## src/rtl/branch_rs.sv

```systemverilog
// branch_rs: collapsing reservation station for the branch/jump unit, oldest-ready select, registered issue.
// Optional build macro BRANCH_RS_WAKEUP_BYPASS_EN lets select see this cycle's CDB broadcast.
module branch_rs #(
    parameter int DEPTH = 4,
    parameter int TAG_W = 4
) (
    input  logic             clk,
    input  logic             rst,
    input  logic             flush,
    input  logic             dispatch_valid,
    output logic             dispatch_ready,
    input  logic [6:0]       dispatch_op_code,
    input  logic [2:0]       dispatch_funct3,
    input  logic [31:0]      dispatch_pc,
    input  logic [31:0]      dispatch_imm,
    input  logic [TAG_W-1:0] dispatch_rob_tag,
    input  logic             dispatch_rs1_ready,
    input  logic             dispatch_rs2_ready,
    input  logic [TAG_W-1:0] dispatch_rs1_tag,
    input  logic [TAG_W-1:0] dispatch_rs2_tag,
    input  logic [31:0]      dispatch_rs1_value,
    input  logic [31:0]      dispatch_rs2_value,
    input  logic             cdb_valid,
    input  logic [TAG_W-1:0] cdb_tag,
    input  logic [31:0]      cdb_value,
    output logic             issue_valid,
    input  logic             issue_ready,
    output logic [6:0]       issue_op_code,
    output logic [2:0]       issue_funct3,
    output logic [31:0]      issue_a,
    output logic [31:0]      issue_b,
    output logic [31:0]      issue_pc,
    output logic [31:0]      issue_imm,
    output logic [TAG_W-1:0] issue_tag
);
    localparam int IDX_W = (DEPTH > 1) ? $clog2(DEPTH) : 1;
    localparam int CNT_W = $clog2(DEPTH + 1);

    function automatic logic [IDX_W-1:0] ix(input int unsigned i);
        return IDX_W'(i);
    endfunction

    logic [6:0]       e_op      [DEPTH];
    logic [2:0]       e_f3      [DEPTH];
    logic [31:0]      e_pc      [DEPTH];
    logic [31:0]      e_imm     [DEPTH];
    logic [TAG_W-1:0] e_tag     [DEPTH];
    logic             e_rs1_rdy [DEPTH];
    logic             e_rs2_rdy [DEPTH];
    logic [TAG_W-1:0] e_rs1_tag [DEPTH];
    logic [TAG_W-1:0] e_rs2_tag [DEPTH];
    logic [31:0]      e_rs1_val [DEPTH];
    logic [31:0]      e_rs2_val [DEPTH];
    logic [CNT_W-1:0] count;

    logic [6:0]       n_op      [DEPTH];
    logic [2:0]       n_f3      [DEPTH];
    logic [31:0]      n_pc      [DEPTH];
    logic [31:0]      n_imm     [DEPTH];
    logic [TAG_W-1:0] n_tag     [DEPTH];
    logic             n_rs1_rdy [DEPTH];
    logic             n_rs2_rdy [DEPTH];
    logic [TAG_W-1:0] n_rs1_tag [DEPTH];
    logic [TAG_W-1:0] n_rs2_tag [DEPTH];
    logic [31:0]      n_rs1_val [DEPTH];
    logic [31:0]      n_rs2_val [DEPTH];

    logic             entry_valid [DEPTH];
    logic             wk_rs1_rdy  [DEPTH];
    logic             wk_rs2_rdy  [DEPTH];
    logic [31:0]      wk_rs1_val  [DEPTH];
    logic [31:0]      wk_rs2_val  [DEPTH];
    logic             sel_rdy     [DEPTH];

    logic             sel_found;
    logic [IDX_W-1:0] sel_idx;
    logic             issue_load;
    logic             dispatch_fire;
    logic [CNT_W-1:0] count_post;
    logic             d_rs1_hit, d_rs2_hit;

    assign dispatch_ready = (count < CNT_W'(DEPTH));
    assign dispatch_fire  = dispatch_valid && dispatch_ready && !flush;

    // Each stored entry as it will look after this edge's CDB capture.
    always_comb begin
        for (int unsigned i = 0; i < DEPTH; i++) begin
            entry_valid[ix(i)] = (CNT_W'(i) < count);
            wk_rs1_rdy[ix(i)]  = e_rs1_rdy[ix(i)] || (cdb_valid && (cdb_tag == e_rs1_tag[ix(i)]));
            wk_rs2_rdy[ix(i)]  = e_rs2_rdy[ix(i)] || (cdb_valid && (cdb_tag == e_rs2_tag[ix(i)]));
            wk_rs1_val[ix(i)]  = e_rs1_rdy[ix(i)] ? e_rs1_val[ix(i)] :
                                 (wk_rs1_rdy[ix(i)] ? cdb_value : e_rs1_val[ix(i)]);
            wk_rs2_val[ix(i)]  = e_rs2_rdy[ix(i)] ? e_rs2_val[ix(i)] :
                                 (wk_rs2_rdy[ix(i)] ? cdb_value : e_rs2_val[ix(i)]);
`ifdef BRANCH_RS_WAKEUP_BYPASS_EN
            sel_rdy[ix(i)] = entry_valid[ix(i)] && wk_rs1_rdy[ix(i)] && wk_rs2_rdy[ix(i)];
`else
            sel_rdy[ix(i)] = entry_valid[ix(i)] && e_rs1_rdy[ix(i)] && e_rs2_rdy[ix(i)];
`endif
        end
    end

    always_comb begin
        sel_found = 1'b0;
        sel_idx   = '0;
        for (int unsigned i = 0; i < DEPTH; i++) begin
            if (!sel_found && sel_rdy[ix(i)]) begin
                sel_found = 1'b1;
                sel_idx   = ix(i);
            end
        end
    end

    assign issue_load = sel_found && (!issue_valid || issue_ready);
    assign count_post = count - CNT_W'(issue_load);
    assign d_rs1_hit  = cdb_valid && (cdb_tag == dispatch_rs1_tag);
    assign d_rs2_hit  = cdb_valid && (cdb_tag == dispatch_rs2_tag);

    // Collapse: slots at or above the removed entry take their upper neighbour;
    // the new micro-op then lands at the post-collapse occupancy.
    always_comb begin
        for (int unsigned j = 0; j < DEPTH; j++) begin
            int unsigned s;
            s = j;
            if (issue_load && (ix(j) >= sel_idx) && (j + 1 < DEPTH))
                s = j + 1;
            n_op[ix(j)]      = e_op[ix(s)];
            n_f3[ix(j)]      = e_f3[ix(s)];
            n_pc[ix(j)]      = e_pc[ix(s)];
            n_imm[ix(j)]     = e_imm[ix(s)];
            n_tag[ix(j)]     = e_tag[ix(s)];
            n_rs1_tag[ix(j)] = e_rs1_tag[ix(s)];
            n_rs2_tag[ix(j)] = e_rs2_tag[ix(s)];
            n_rs1_rdy[ix(j)] = wk_rs1_rdy[ix(s)];
            n_rs2_rdy[ix(j)] = wk_rs2_rdy[ix(s)];
            n_rs1_val[ix(j)] = wk_rs1_val[ix(s)];
            n_rs2_val[ix(j)] = wk_rs2_val[ix(s)];
            if (dispatch_fire && (CNT_W'(j) == count_post)) begin
                n_op[ix(j)]      = dispatch_op_code;
                n_f3[ix(j)]      = dispatch_funct3;
                n_pc[ix(j)]      = dispatch_pc;
                n_imm[ix(j)]     = dispatch_imm;
                n_tag[ix(j)]     = dispatch_rob_tag;
                n_rs1_tag[ix(j)] = dispatch_rs1_tag;
                n_rs2_tag[ix(j)] = dispatch_rs2_tag;
                n_rs1_rdy[ix(j)] = dispatch_rs1_ready || d_rs1_hit;
                n_rs2_rdy[ix(j)] = dispatch_rs2_ready || d_rs2_hit;
                n_rs1_val[ix(j)] = (!dispatch_rs1_ready && d_rs1_hit) ? cdb_value : dispatch_rs1_value;
                n_rs2_val[ix(j)] = (!dispatch_rs2_ready && d_rs2_hit) ? cdb_value : dispatch_rs2_value;
            end
        end
    end

    always_ff @(posedge clk or posedge rst) begin
        if (rst) begin
            count <= '0;
            for (int unsigned i = 0; i < DEPTH; i++) begin
                e_op[ix(i)]      <= '0;
                e_f3[ix(i)]      <= '0;
                e_pc[ix(i)]      <= '0;
                e_imm[ix(i)]     <= '0;
                e_tag[ix(i)]     <= '0;
                e_rs1_rdy[ix(i)] <= 1'b0;
                e_rs2_rdy[ix(i)] <= 1'b0;
                e_rs1_tag[ix(i)] <= '0;
                e_rs2_tag[ix(i)] <= '0;
                e_rs1_val[ix(i)] <= '0;
                e_rs2_val[ix(i)] <= '0;
            end
        end else begin
            count <= flush ? '0 : (count_post + CNT_W'(dispatch_fire));
            for (int unsigned i = 0; i < DEPTH; i++) begin
                e_op[ix(i)]      <= n_op[ix(i)];
                e_f3[ix(i)]      <= n_f3[ix(i)];
                e_pc[ix(i)]      <= n_pc[ix(i)];
                e_imm[ix(i)]     <= n_imm[ix(i)];
                e_tag[ix(i)]     <= n_tag[ix(i)];
                e_rs1_rdy[ix(i)] <= n_rs1_rdy[ix(i)];
                e_rs2_rdy[ix(i)] <= n_rs2_rdy[ix(i)];
                e_rs1_tag[ix(i)] <= n_rs1_tag[ix(i)];
                e_rs2_tag[ix(i)] <= n_rs2_tag[ix(i)];
                e_rs1_val[ix(i)] <= n_rs1_val[ix(i)];
                e_rs2_val[ix(i)] <= n_rs2_val[ix(i)];
            end
        end
    end

    always_ff @(posedge clk or posedge rst) begin
        if (rst) begin
            issue_valid   <= 1'b0;
            issue_op_code <= '0;
            issue_funct3  <= '0;
            issue_a       <= '0;
            issue_b       <= '0;
            issue_pc      <= '0;
            issue_imm     <= '0;
            issue_tag     <= '0;
        end else if (flush) begin
            issue_valid <= 1'b0;
        end else if (issue_load) begin
            issue_valid   <= 1'b1;
            issue_op_code <= e_op[sel_idx];
            issue_funct3  <= e_f3[sel_idx];
            issue_a       <= wk_rs1_val[sel_idx];
            issue_b       <= wk_rs2_val[sel_idx];
            issue_pc      <= e_pc[sel_idx];
            issue_imm     <= e_imm[sel_idx];
            issue_tag     <= e_tag[sel_idx];
        end else if (issue_ready) begin
            issue_valid <= 1'b0;
        end
    end

endmodule

```

## config.mk

```make
export PLATFORM = sky130hd
export DESIGN_NAME = branch_rs
export DESIGN_NICKNAME = d
export VERILOG_FILES = /design/src/rtl/branch_rs.sv
export SDC_FILE = /design/constraint.sdc
export NUM_CORES = 2
export LEC_CHECK = 0
export CAP_MARGIN = 30
export CELL_PAD_IN_SITES_DETAIL_PLACEMENT = 1
export CELL_PAD_IN_SITES_GLOBAL_PLACEMENT = 1
export CORE_UTILIZATION = 49
export DETAILED_ROUTE_END_ITERATION = 10
export HOLD_SLACK_MARGIN = 0.06
export MAX_ROUTING_LAYER = met4
export PLACE_DENSITY = 0.85
export SLEW_MARGIN = 20
export SYNTH_ARGS = -nofsm -noshare
export SYNTH_HDL_FRONTEND = slang
export SYNTH_SLANG_ARGS = --single-unit
```

## constraint.sdc

```tcl
create_clock -name clk -period 45.1 [get_ports clk]
set_clock_uncertainty 0.05 [all_clocks]
set_input_delay 9.02 -clock clk [delete_from_list [all_inputs] [get_ports clk]]
set_output_delay 9.02 -clock clk [all_outputs]
set_load 0.005 [all_outputs]
```

==> impl_metrics.csv <==
group,metric,value,unit
synth,synth_edf_count,0,
synth,synth.area.top_cells,"dfrtp_1 (48%), mux2_2 (5.6%), nand2_1 (5.4%)",
cells_and_area,fin_area,0.0463,mm²
sta,setup_violations,0,
sta,setup_tns,0,ps
global_route,grt_pass1_wl,236,mm
min_path,min_to,"issue_tag[3]",
synth,ys_seq_elements,754,
cells_and_area,final_cell_mix,"dfrtp_1 (754), nand2_1 (556), clkdlybuf4s50_1 (337), nor2_1 (335), o21ai_0 (205)",
min_path,worstHoldStart,"issue_tag[3]",
critical_path,critPathMaxFanout,81,
critical_path,crit_chain,"clkdlybuf4s50_1 > nor2b_1 > nor2_1 > ha_1 > ha_1 > nor3_4 > buf_4 > buf_4 > buf_4 > buf_16 > nand2_1 > o21ai_0",
global_route,grt_max_degree,170,
critical_path,r2r-end,"e_rs1_tag[6]",
sta,maxSlewViolCount,0,
cts,cts_buffer_depth,3,
synth,syn_nets,4270,
sta,max_freq,77.5,MHz
power,ir_drop,0.0429,mV
sta,final.period_utilization,0.286,
synth,avgSynthCellArea,9.62,µm²
synth,synth_warnings,0,
synth,synthFlopType,"dfrtp_1",
sta,tightest_slew,1060,ps
global_route,track_usage,0.383,
sta,fin_ws,32200,ps
place,port_buffers,337,
power,p_int,2.19,mW
floorplanning,num_rows,103,
critical_path,r2r_cells,13,
critical_path,crit_type,"primary input to flop",
cells_and_area,layout-drive-gt1-share,0.121,
synth,synthCells,4073,
sta,rsz0062_at_grt,"no",
power,powerDensity,80.8,mW/mm²
synth,netlist_area,0.0392,mm²
drt,routed-via-count,37021,
power,total_power,3.75,mW
drt,routed_via_density,6.98,
critical_path,crit_required,45580,ps
power,seqPwrFrac,0.335,
critical_path,cp_slowest_cell,"buf_4",
power,p_leak,19.5,nW
cells_and_area,finalNetCount,4371,
drt,wl,154,mm
power,p_comb_frac,0.473,
floorplanning,io-pin-count,338,
critical_path,worstPathArrival,13390,ps
critical_path,max_stage_delay,790,ps
floorplanning,fp.dieW,285,µm
sta,fin_crit,12900,ps
critical_path,worstSetupStartpointType,"primary input",
min_path,hold_depth,2,
floorplanning,die_area,0.0811,mm²
global_route,use_met3,0.0857,
cells_and_area,layout_commonest_cell,"dfrtp_1",
power,p_sw_frac,0.415,
cts,cts_buffers,85,
cts,root_buffer,"clkbuf_16",
floorplanning,core-area,0.0790,mm²
drt,wl_per_cell,29.0,µm
drt,drt_drc_violations_left,0,
sta,slew_headroom,0.292,
flow_run,drv_cap,0,
power,power_frac_clock,0.192,
critical_path,end_kind,"flop",
sta,hold_viol_final,0,
global_route,gr-total-overflow,0,
global_route,antenna_found_initial,19,
synth,synth_top_cell_by_area,"dfrtp_1",
cts,htreeDepth,3,
place,dp_slack,31440,ps
cts,ctsHoldBuffers,0,
place,dp_hpwl,88.2,mm
cts,cts_setup_buffers,0,
power,power_switching,1.55,mW
floorplanning,fp.dieH,285,µm
synth,synth-async-reset-ratio,1.00,
cts,cts_tree,"done",
synth,synth_top_area_frac,0.482,
place,gp_congestion,0.875,
critical_path,r2r-start,"count[2]",
cts,cts_resized,0,
drt,first_pass_iters,7,
floorplanning,start_util,0.496,
global_route,first_global_vias,39842,
min_path,hold_path_class,"flop to flop",
global_route,globalRouteMet1Util,0.454,
drt,ant_nets,0,
cts,insertion_delay,670,ps
critical_path,rrSetupSlack,39840,ps
global_route,grt_use_met2,0.609,
global_route,grt.busiest_layer,"met2",
status,status,"finished, final reports clean",
place,place_area,0.0432,mm²
cells_and_area,syn2layout_area_growth,18.3,%
sta,whs,431,ps
critical_path,path_common_cell,"buf_4",
cts,cts.sinks,754,
synth,yosysSeqAreaShare,0.482,
cts,cts.clk_slew.worst_paths,60,ps
synth,synth_cell_types,65,
drt,drt_iter0_drc,4183,
critical path: cells and delay by family:
kind	cells	cell delay (ps)
adder cells (fa/ha/maj)	2	680
AO/OA/AOI/OAI	1	130
buffers and inverters	5	2400
AND/OR/NAND/NOR	4	1010
how the worst max path moves through the flow:
stage,start,endpoint,slack [ps],cells after the start
2_1_floorplan,rst,count[0],14870,1
3_3_place_gp,issue_ready,e_imm[73],31440,10
3_5_place_dp,issue_ready,e_imm[90],31440,12
4_1_cts,issue_ready,e_imm[66],32030,12
5_1_grt,issue_ready,e_rs1_tag[6],32030,12
6_report,issue_ready,e_rs1_tag[6],32200,12
cell type report:
cell class,instances,area (µm²)
fillers,8540,32700
flip-flops and latches,754,18900
multi-input cells,2866,18700
repair buffers,429,4380
clock buffers,122,2490
well taps,1050,1310
clock inverters,26,359
inverters,38,150
diodes,20,50.0
flip-flops by register name, summed over array words and instances, names as in the netlist:
| register | cells |
|---|---|
| e_pc | 128 |
| e_rs2_val | 128 |
| issue_tag | 4 |
| e_rs2_tag | 16 |
| e_rs1_rdy | 4 |
| issue_op_code | 7 |
| issue_a | 32 |
| issue_pc | 32 |
| issue_imm | 32 |
| e_rs1_val | 128 |
| e_tag | 16 |
| issue_funct3 | 3 |
| e_rs1_tag | 16 |
| e_rs2_rdy | 4 |
| e_op | 28 |
| count | 3 |
| e_f3 | 12 |
| e_imm | 128 |
| issue_b | 32 |
| issue_valid | 1 |
through the flow:
step,instances,util
detailed placement,5127,0.547
global placement,5121,0.545
global route,5305,0.587
CTS,5275,0.583
finish,5305,0.587
floorplan,4073,-
layer usage:
layer	vias to the layer above	part of all wire	wire (µm)
li1	15413	-	-
met1	18925	0.38	58400
met2	2121	0.48	73700
met3	562	0.092	14100
met4	0	0.048	7420
met5	-	0	0
power groups by stage:
stage	Clock, mW	Sequential [mW]	Combinational [mW]
2_1_floorplan	0	1.17	1.17
3_3_place_gp	0	1.23	1.61
3_5_place_dp	0	1.25	1.70
4_1_cts	0.726	1.25	1.73
5_1_grt	0.749	1.29	1.89
6_report	0.721	1.25	1.77
synthesized netlist by cell type (12+ instances only):
cell type and instances:
a211o_1 56, a21oi_1 156, a221o_1 48, a221oi_1 67, a222oi_1 78, a22o_1 33, a22oi_1 44, a31oi_1 174
buf_1 42, buf_2 72, buf_4 12, clkbuf_1 288, dfrtp_1 754, inv_1 38, mux2_2 196, mux2i_1 155
nand2_1 560, nand2b_1 41, nand3_1 102, nor2_1 339, nor3_1 37, o2111ai_1 32, o211ai_1 33, o21ai_0 205
o21ai_1 24, o221a_2 41, o221ai_1 65, o22a_1 24, o22ai_1 128, o311ai_0 14, o32a_1 30, or3_1 87
xnor2_1 28, xor2_1 14
kinds of logic after synthesis:
| logic type | after synthesis | share of synthesized area |
|---|---|---|
| AO/OA/AOI/OAI | 1275 | 0.234 |
| XOR/XNOR | 42 | 0.00939 |
| adder cells (fa/ha/maj) | 3 | 0.000958 |
| buffers and inverters | 453 | 0.0470 |
| flip-flops | 754 | 0.482 |
| multiplexers | 351 | 0.0959 |
| AND/OR/NAND/NOR | 1195 | 0.131 |
No activity file was read; power rests on OpenSTA's default activity.
